==> src/rtl/frame_sink.sv <==
// Frame sink: checks pixel-stream geometry and writes pixels to a frame-buffer port.
// Latency: a pixel accepted in cycle N is presented on mem_* in cycle N+1.
// Backpressure: ready drops only while the one-entry hold slot is full and mem_busy is high.
module frame_sink #(
  parameter int IMG_WIDTH  = 640,
  parameter int IMG_HEIGHT = 480,
  parameter int ADDR_WIDTH = 19,
  parameter int RBG_SIZE   = 24
) (
  input  logic                  clk,
  input  logic                  reset,
  input  logic [7:0]            r,
  input  logic [7:0]            g,
  input  logic [7:0]            b,
  input  logic                  first,
  input  logic                  last_x,
  input  logic                  last_y,
  input  logic                  valid,
  output logic                  ready,
  output logic [ADDR_WIDTH-1:0] mem_addr,
  output logic [RBG_SIZE-1:0]   mem_data,
  output logic                  mem_we,
  input  logic                  mem_busy,
  output logic                  frame_done,
  output logic [15:0]           frame_count,
  output logic                  sync_error,
  input  logic                  error_clr
);

  localparam int XW = (IMG_WIDTH  > 1) ? $clog2(IMG_WIDTH)  : 1;
  localparam int YW = (IMG_HEIGHT > 1) ? $clog2(IMG_HEIGHT) : 1;
  localparam logic [XW-1:0] X_LAST = XW'(IMG_WIDTH - 1);
  localparam logic [YW-1:0] Y_LAST = YW'(IMG_HEIGHT - 1);
  localparam bit SINGLE = (IMG_WIDTH == 1) && (IMG_HEIGHT == 1);
  // Position that follows (0,0): next column, or next line for one-pixel-wide images.
  localparam logic [XW-1:0] X_AFTER0 = (IMG_WIDTH > 1) ? XW'(1) : '0;
  localparam logic [YW-1:0] Y_AFTER0 = (IMG_WIDTH > 1 || SINGLE) ? '0 : YW'(1);

  typedef enum logic {SYNC, ACTIVE} state_t;

  typedef struct packed {
    logic                  vld;
    logic                  last;
    logic [ADDR_WIDTH-1:0] addr;
    logic [RBG_SIZE-1:0]   dat;
  } hold_t;

  state_t                state_q, state_d;
  logic [XW-1:0]         x_q, x_d;
  logic [YW-1:0]         y_q, y_d;
  logic [ADDR_WIDTH-1:0] addr_q, addr_d;
  hold_t                 hold_q;
  logic                  load, load_last, err_set;
  logic [ADDR_WIDTH-1:0] load_addr;
  logic                  frame_done_q, sync_error_q;
  logic [15:0]           frame_count_q;
  logic                  xfer, wr_done, at_eol, at_eof, chk_ok;

  assign ready   = !reset && (!hold_q.vld || !mem_busy);
  assign xfer    = valid && ready;
  assign wr_done = hold_q.vld && !mem_busy;
  assign at_eol  = (x_q == X_LAST);
  assign at_eof  = at_eol && (y_q == Y_LAST);
  assign chk_ok  = !first && (last_x == at_eol) && (last_y == at_eof);

  always_comb begin
    state_d   = state_q;
    x_d       = x_q;
    y_d       = y_q;
    addr_d    = addr_q;
    load      = 1'b0;
    load_addr = addr_q;
    load_last = 1'b0;
    err_set   = 1'b0;
    if (xfer) begin
      if (state_q == ACTIVE && chk_ok) begin
        load      = 1'b1;
        load_last = at_eof;
        if (at_eof) begin
          state_d = SYNC;
          x_d     = '0;
          y_d     = '0;
          addr_d  = '0;
        end else if (at_eol) begin
          x_d    = '0;
          y_d    = y_q + 1'b1;
          addr_d = addr_q + 1'b1;
        end else begin
          x_d    = x_q + 1'b1;
          addr_d = addr_q + 1'b1;
        end
      end else if (first) begin
        // Start of frame, or immediate resync when it arrives mid-frame.
        err_set   = (state_q == ACTIVE);
        load      = 1'b1;
        load_addr = '0;
        load_last = SINGLE;
        state_d   = SINGLE ? SYNC : ACTIVE;
        x_d       = X_AFTER0;
        y_d       = Y_AFTER0;
        addr_d    = SINGLE ? '0 : ADDR_WIDTH'(1);
      end else begin
        err_set = (state_q == ACTIVE);
        state_d = SYNC;
        x_d     = '0;
        y_d     = '0;
        addr_d  = '0;
      end
    end
  end

  always_ff @(posedge clk) begin
    if (reset) begin
      state_q       <= SYNC;
      x_q           <= '0;
      y_q           <= '0;
      addr_q        <= '0;
      hold_q        <= '0;
      frame_done_q  <= 1'b0;
      frame_count_q <= '0;
      sync_error_q  <= 1'b0;
    end else begin
      state_q <= state_d;
      x_q     <= x_d;
      y_q     <= y_d;
      addr_q  <= addr_d;
      if (load) begin
        hold_q <= '{vld: 1'b1, last: load_last, addr: load_addr, dat: RBG_SIZE'({b, g, r})};
      end else if (wr_done) begin
        hold_q.vld <= 1'b0;
      end
      frame_done_q <= wr_done && hold_q.last;
      if (wr_done && hold_q.last) frame_count_q <= frame_count_q + 16'd1;
      if (err_set) sync_error_q <= 1'b1;
      else if (error_clr) sync_error_q <= 1'b0;
    end
  end

  assign mem_we      = hold_q.vld;
  assign mem_addr    = hold_q.addr;
  assign mem_data    = hold_q.dat;
  assign frame_done  = frame_done_q;
  assign frame_count = frame_count_q;
  assign sync_error  = sync_error_q;

endmodule
==> config.mk <==
export PLATFORM = sky130hd
export DESIGN_NAME = frame_sink
export DESIGN_NICKNAME = d
export VERILOG_FILES = /design/src/rtl/frame_sink.sv
export SDC_FILE = /design/constraint.sdc
export NUM_CORES = 1
export LEC_CHECK = 0
export CAP_MARGIN = 30
export CORE_MARGIN = 3
export CORE_UTILIZATION = 57
export CTS_BUF_LIST = sky130_fd_sc_hd__clkbuf_8
export DETAILED_ROUTE_END_ITERATION = 7
export PLACE_DENSITY = 0.87
export RECOVER_POWER = 25
export SETUP_SLACK_MARGIN = 0.05
export SYNTH_ARGS = -nofsm -noshare
export SYNTH_HDL_FRONTEND = slang
export SYNTH_SLANG_ARGS = --single-unit
export TNS_END_PERCENT = 5
==> constraint.sdc <==
create_clock -name clk -period 5.3 [get_ports clk]
set_input_delay 1.325 -clock clk [delete_from_list [all_inputs] [get_ports clk]]
set_output_delay 1.325 -clock clk [all_outputs]
set_load 0.02 [all_outputs]
==> metrics.md <==
| Metric | Value |
|---|---|
| Initial Utilization | `0.5999` |
| Clk Latency, worst-skew pair | `380 ps` |
| Critical setup path kind | `input port to register` |
| Crit path max-delay family | `buffers and inverters` |
| DIE AREA | `roughly 9400 um2` |
| Initial antenna violation count | `1` |
| Clock transition at path regs | `110 ps` |
| Critical Path RT | `5540 ps` |
| Slowest-stage cell, CP | `clkbuf_1` |
| Final Hold Viols | `0` |
| H-tree levels | `3` |
| Postcts setup bufs | `0` |
| RSZ-0062 raised after global routing | `no` |
| CP startpoint kind | `input port` |
| Dpl cell area | `5390 um2` |
| Synthesized flop and latch total | `102` |
| Count of cell types in the netlist | `56` |
| Fill count | `617` |
| CTS Sinks | `102` |
| Post-CTS Hold Buffers | `0` |
| Setup TNS | `0 ps` |
| Tmin final | `4371 ps` |
| # DRC | `0` |
| Via/cell ratio | `~6` |
| Yosys top cell by area | `dfxtp_1` |
| IO Pins | `95` |
| Worst Tran Pin Value | `2164 ps` |
| Final Cell Area | `5579 um2` |
| DR iter-0 viols | `341` |
| Port-buffer cells | `94` |
| Overflow left after global routing | `0` |
| CTS tree | `yes` |
| Routed len/inst | `between 15 and 20 um` |
| Rows | `32` |
| Final number of setup-violating endpoints | `0` |
| Mapped Nets | `about 570` |
| Number of enable flip-flop cells after synthesis | `0` |
| TritonCTS Buffers | `9` |
| Vias in the first global route | `3984` |
| DP HPWL | `about 7900 um` |
| FF/Latch Area | `2042 um2` |
| Max cap viols | `1` |
| First-pass GRT wire length | `19180 um` |
| Slew HR | `-0.4424` |
| Syn-to-layout area delta | `17.90%` |
| Netlist Area Pre-Place | `4732 um2` |
| Max incr delay on CP | `1560 ps` |
| Via count | `4091` |
| PD cells | `roughly 240 nW/um2` |
| Overall Global Routing Usage | `0.2400` |
| Crit path DAT | `between 4000 and 5000 ps` |
| Final period utilization | `0.8248` |
| Synth Flop Type | `dfxtp_1` |
| Bufs on Longest Clock Path | `2` |
| Ys Warns | `0` |
| Fin nets | `611` |
| Failing checks | `capacitance limit, slew limit` |
| Core Box Area | `about 7900 um2` |
| Max Slew Vio Count | `52` |
| Share of the synthesized area in the top cell type | `0.4315` |
| Setup Skew | `approximately 8.6 ps` |
| Routability Congestion | `0.8778` |
| CP max FO | `51` |
| Worst setup EP type | `register` |
| Status | `complete, but fails checks` |
| Register area share after synthesis | `0.4315` |
| Chip height | `97.12 um` |
| Maximum vdd drop | `about 120 uV` |
| Chip width | `97.12 um` |
| Hold WC Path Type | `register to register` |
| Multi-input logic area | `2225 um2` |
| Crit path cell chain | `buf_2 -> clkbuf_1 -> clkinv_1 -> o21ai_2 -> nor2_1` |
| Crit path buf inv count | `3` |
| Async S/R FF share, synth | `0` |
| Peak Freq | `228.8 MHz` |
| Initial DRT Pass Iterations | `4` |
| Clk root buf | `clkbuf_8` |
| Share of post-route cells with drive strength above 1 | `0.06034` |
| Top cells by area, synth | `dfxtp_1 (43%), buf_4 (7.0%), nand3_1 (4.8%), nor2_1 (4.0%), o211ai_1 (4.0%)` |
| Cts repair resizes | `0` |
| Mean post-synth cell area | `between 8 and 9 um2` |
| Antenna viol nets, final | `0` |
| P_leak | `1.950 nW` |
| Post-Route WL | `11170 um` |
| Post-Synthesis Cells | `approximately 540` |
| Largest net degree at the start of global routing | `52` |
[per-stage QoR]
step	utilization	setup WS [ps]	hold slack [ps]	cells	total power [mW]
after floorplan	-	2151	419.1	537	0.8606
after global placement	0.6819	1177	450.1	665	0.8993
after detailed placement	0.6834	1124	461.8	666	0.9017
after CTS	0.7075	1153	475.7	682	1.368
after global routing	0.7073	581.6	501.4	683	1.407
final	0.7073	928.8	471.5	683	1.364
[flip-flops by register name (all words and copies together) (netlist names)]
name,count
mem_we,1
sync_error,1
x_q,10
hold_q,1
addr_q,19
mem_addr,19
y_q,9
frame_count,16
mem_data,24
state_q,1
frame_done,1
[Yosys cell counts (2+ instances only)]
cell type,n
nor3b_1,2
nand4_1,15
nor4b_1,2
inv_1,6
o31ai_1,3
buf_4,44
ha_1,4
clkbuf_1,16
xor2_1,15
and3_1,7
nor2_1,50
or3b_2,2
buf_1,5
o32ai_1,2
a22oi_1,4
a31oi_1,2
xnor2_1,20
o21ai_0,13
and2_1,4
nand3_1,45
o211ai_1,25
and4_1,5
nand2_1,29
a22o_1,20
nand2b_1,3
a21oi_1,31
mux2i_1,3
or4_1,2
or3_1,5
nor3_1,17
buf_2,4
a31o_2,2
nor4_1,5
buf_6,2
dfxtp_1,102
[report_power, final]
| part | internal, mW | leakage [nW] | total (mW) | switching [mW] |
|---|---|---|---|---|
| combinational | 0.0437 | 1.03 | 0.101 | 0.0577 |
| sequential | 0.775 | 0.824 | 0.781 | 0.00599 |
| clock | 0.182 | 0.0914 | 0.482 | 0.300 |
[worst paths after layout]
| check | cells after the start | to | slack [ps] | startpoint |
|---|---|---|---|---|
| worst max-delay path | 5 | addr_q[2]$_SDFFE_PP0P_ | 930 | reset |
| worst min-delay path | 2 | mem_data[23]$_SDFFE_PP0P_ | 470 | mem_data[23]$_SDFFE_PP0P_ |
| worst max register to register | 6 | mem_addr[4]$_SDFFE_PP0P_ | 2370 | x_q[0]$_SDFFE_PP0P_ |
| worst min register to register | 2 | mem_data[23]$_SDFFE_PP0P_ | 470 | mem_data[23]$_SDFFE_PP0P_ |
[tightest hold or removal path: stages (launching register included)]
cell,delay (ps)
dfxtp_1,320
nand3_1,60
a21oi_1,60
[cell families after synthesis]
family	synth area share
simple gates	0.2240
compound gates	0.1618
flops	0.4315
buf+inv	0.1010
xor+xnor	0.06478
fa+ha+maj	0.01058
mux	0.006346
[cell usage in the layout, fill, tap and decap left out, types with 5 or more instances in the layout]
cell type        netlist  layout
inv_1                  6       6
a21oi_1               31      31
nand3_1               45      45
xor2_1                15      15
and3_1                 7       7
clkdlybuf4s50_1        0      57
nor4_1                 5       5
o21ai_0               13      13
o211ai_1              25      25
nor2_1                50      50
or3_1                  5       5
nand4_1               15      15
a22o_1                20      20
nand2_1               29      29
dfxtp_1              102     102
dlygate4sd3_1          0      36
clkbuf_8               0       9
xnor2_1               20      20
and4_1                 5       5
nor3_1                17      17
[per-layer routing]
metal	part of all wire	track usage	vias up
met4	0.027	0.1091	0
met1	0.44	0.3192	1984
met5	0	0	-
met3	0.048	0.03518	29
met2	0.48	0.3859	114
li1	-	-	1964
[cell type report]
class | instances | area share
clock buffers | 9 | 0.02220
flip-flops and latches | 102 | 0.3660
repair buffers | 98 | 0.1731
clock inverters | 7 | 0.01189
multi-input cells | 357 | 0.3987
inverters | 7 | 0.004710
diodes | 1 | 0.0004485
well taps | 102 | 0.02288
Note: power is estimated with default switching activity, not from simulation.
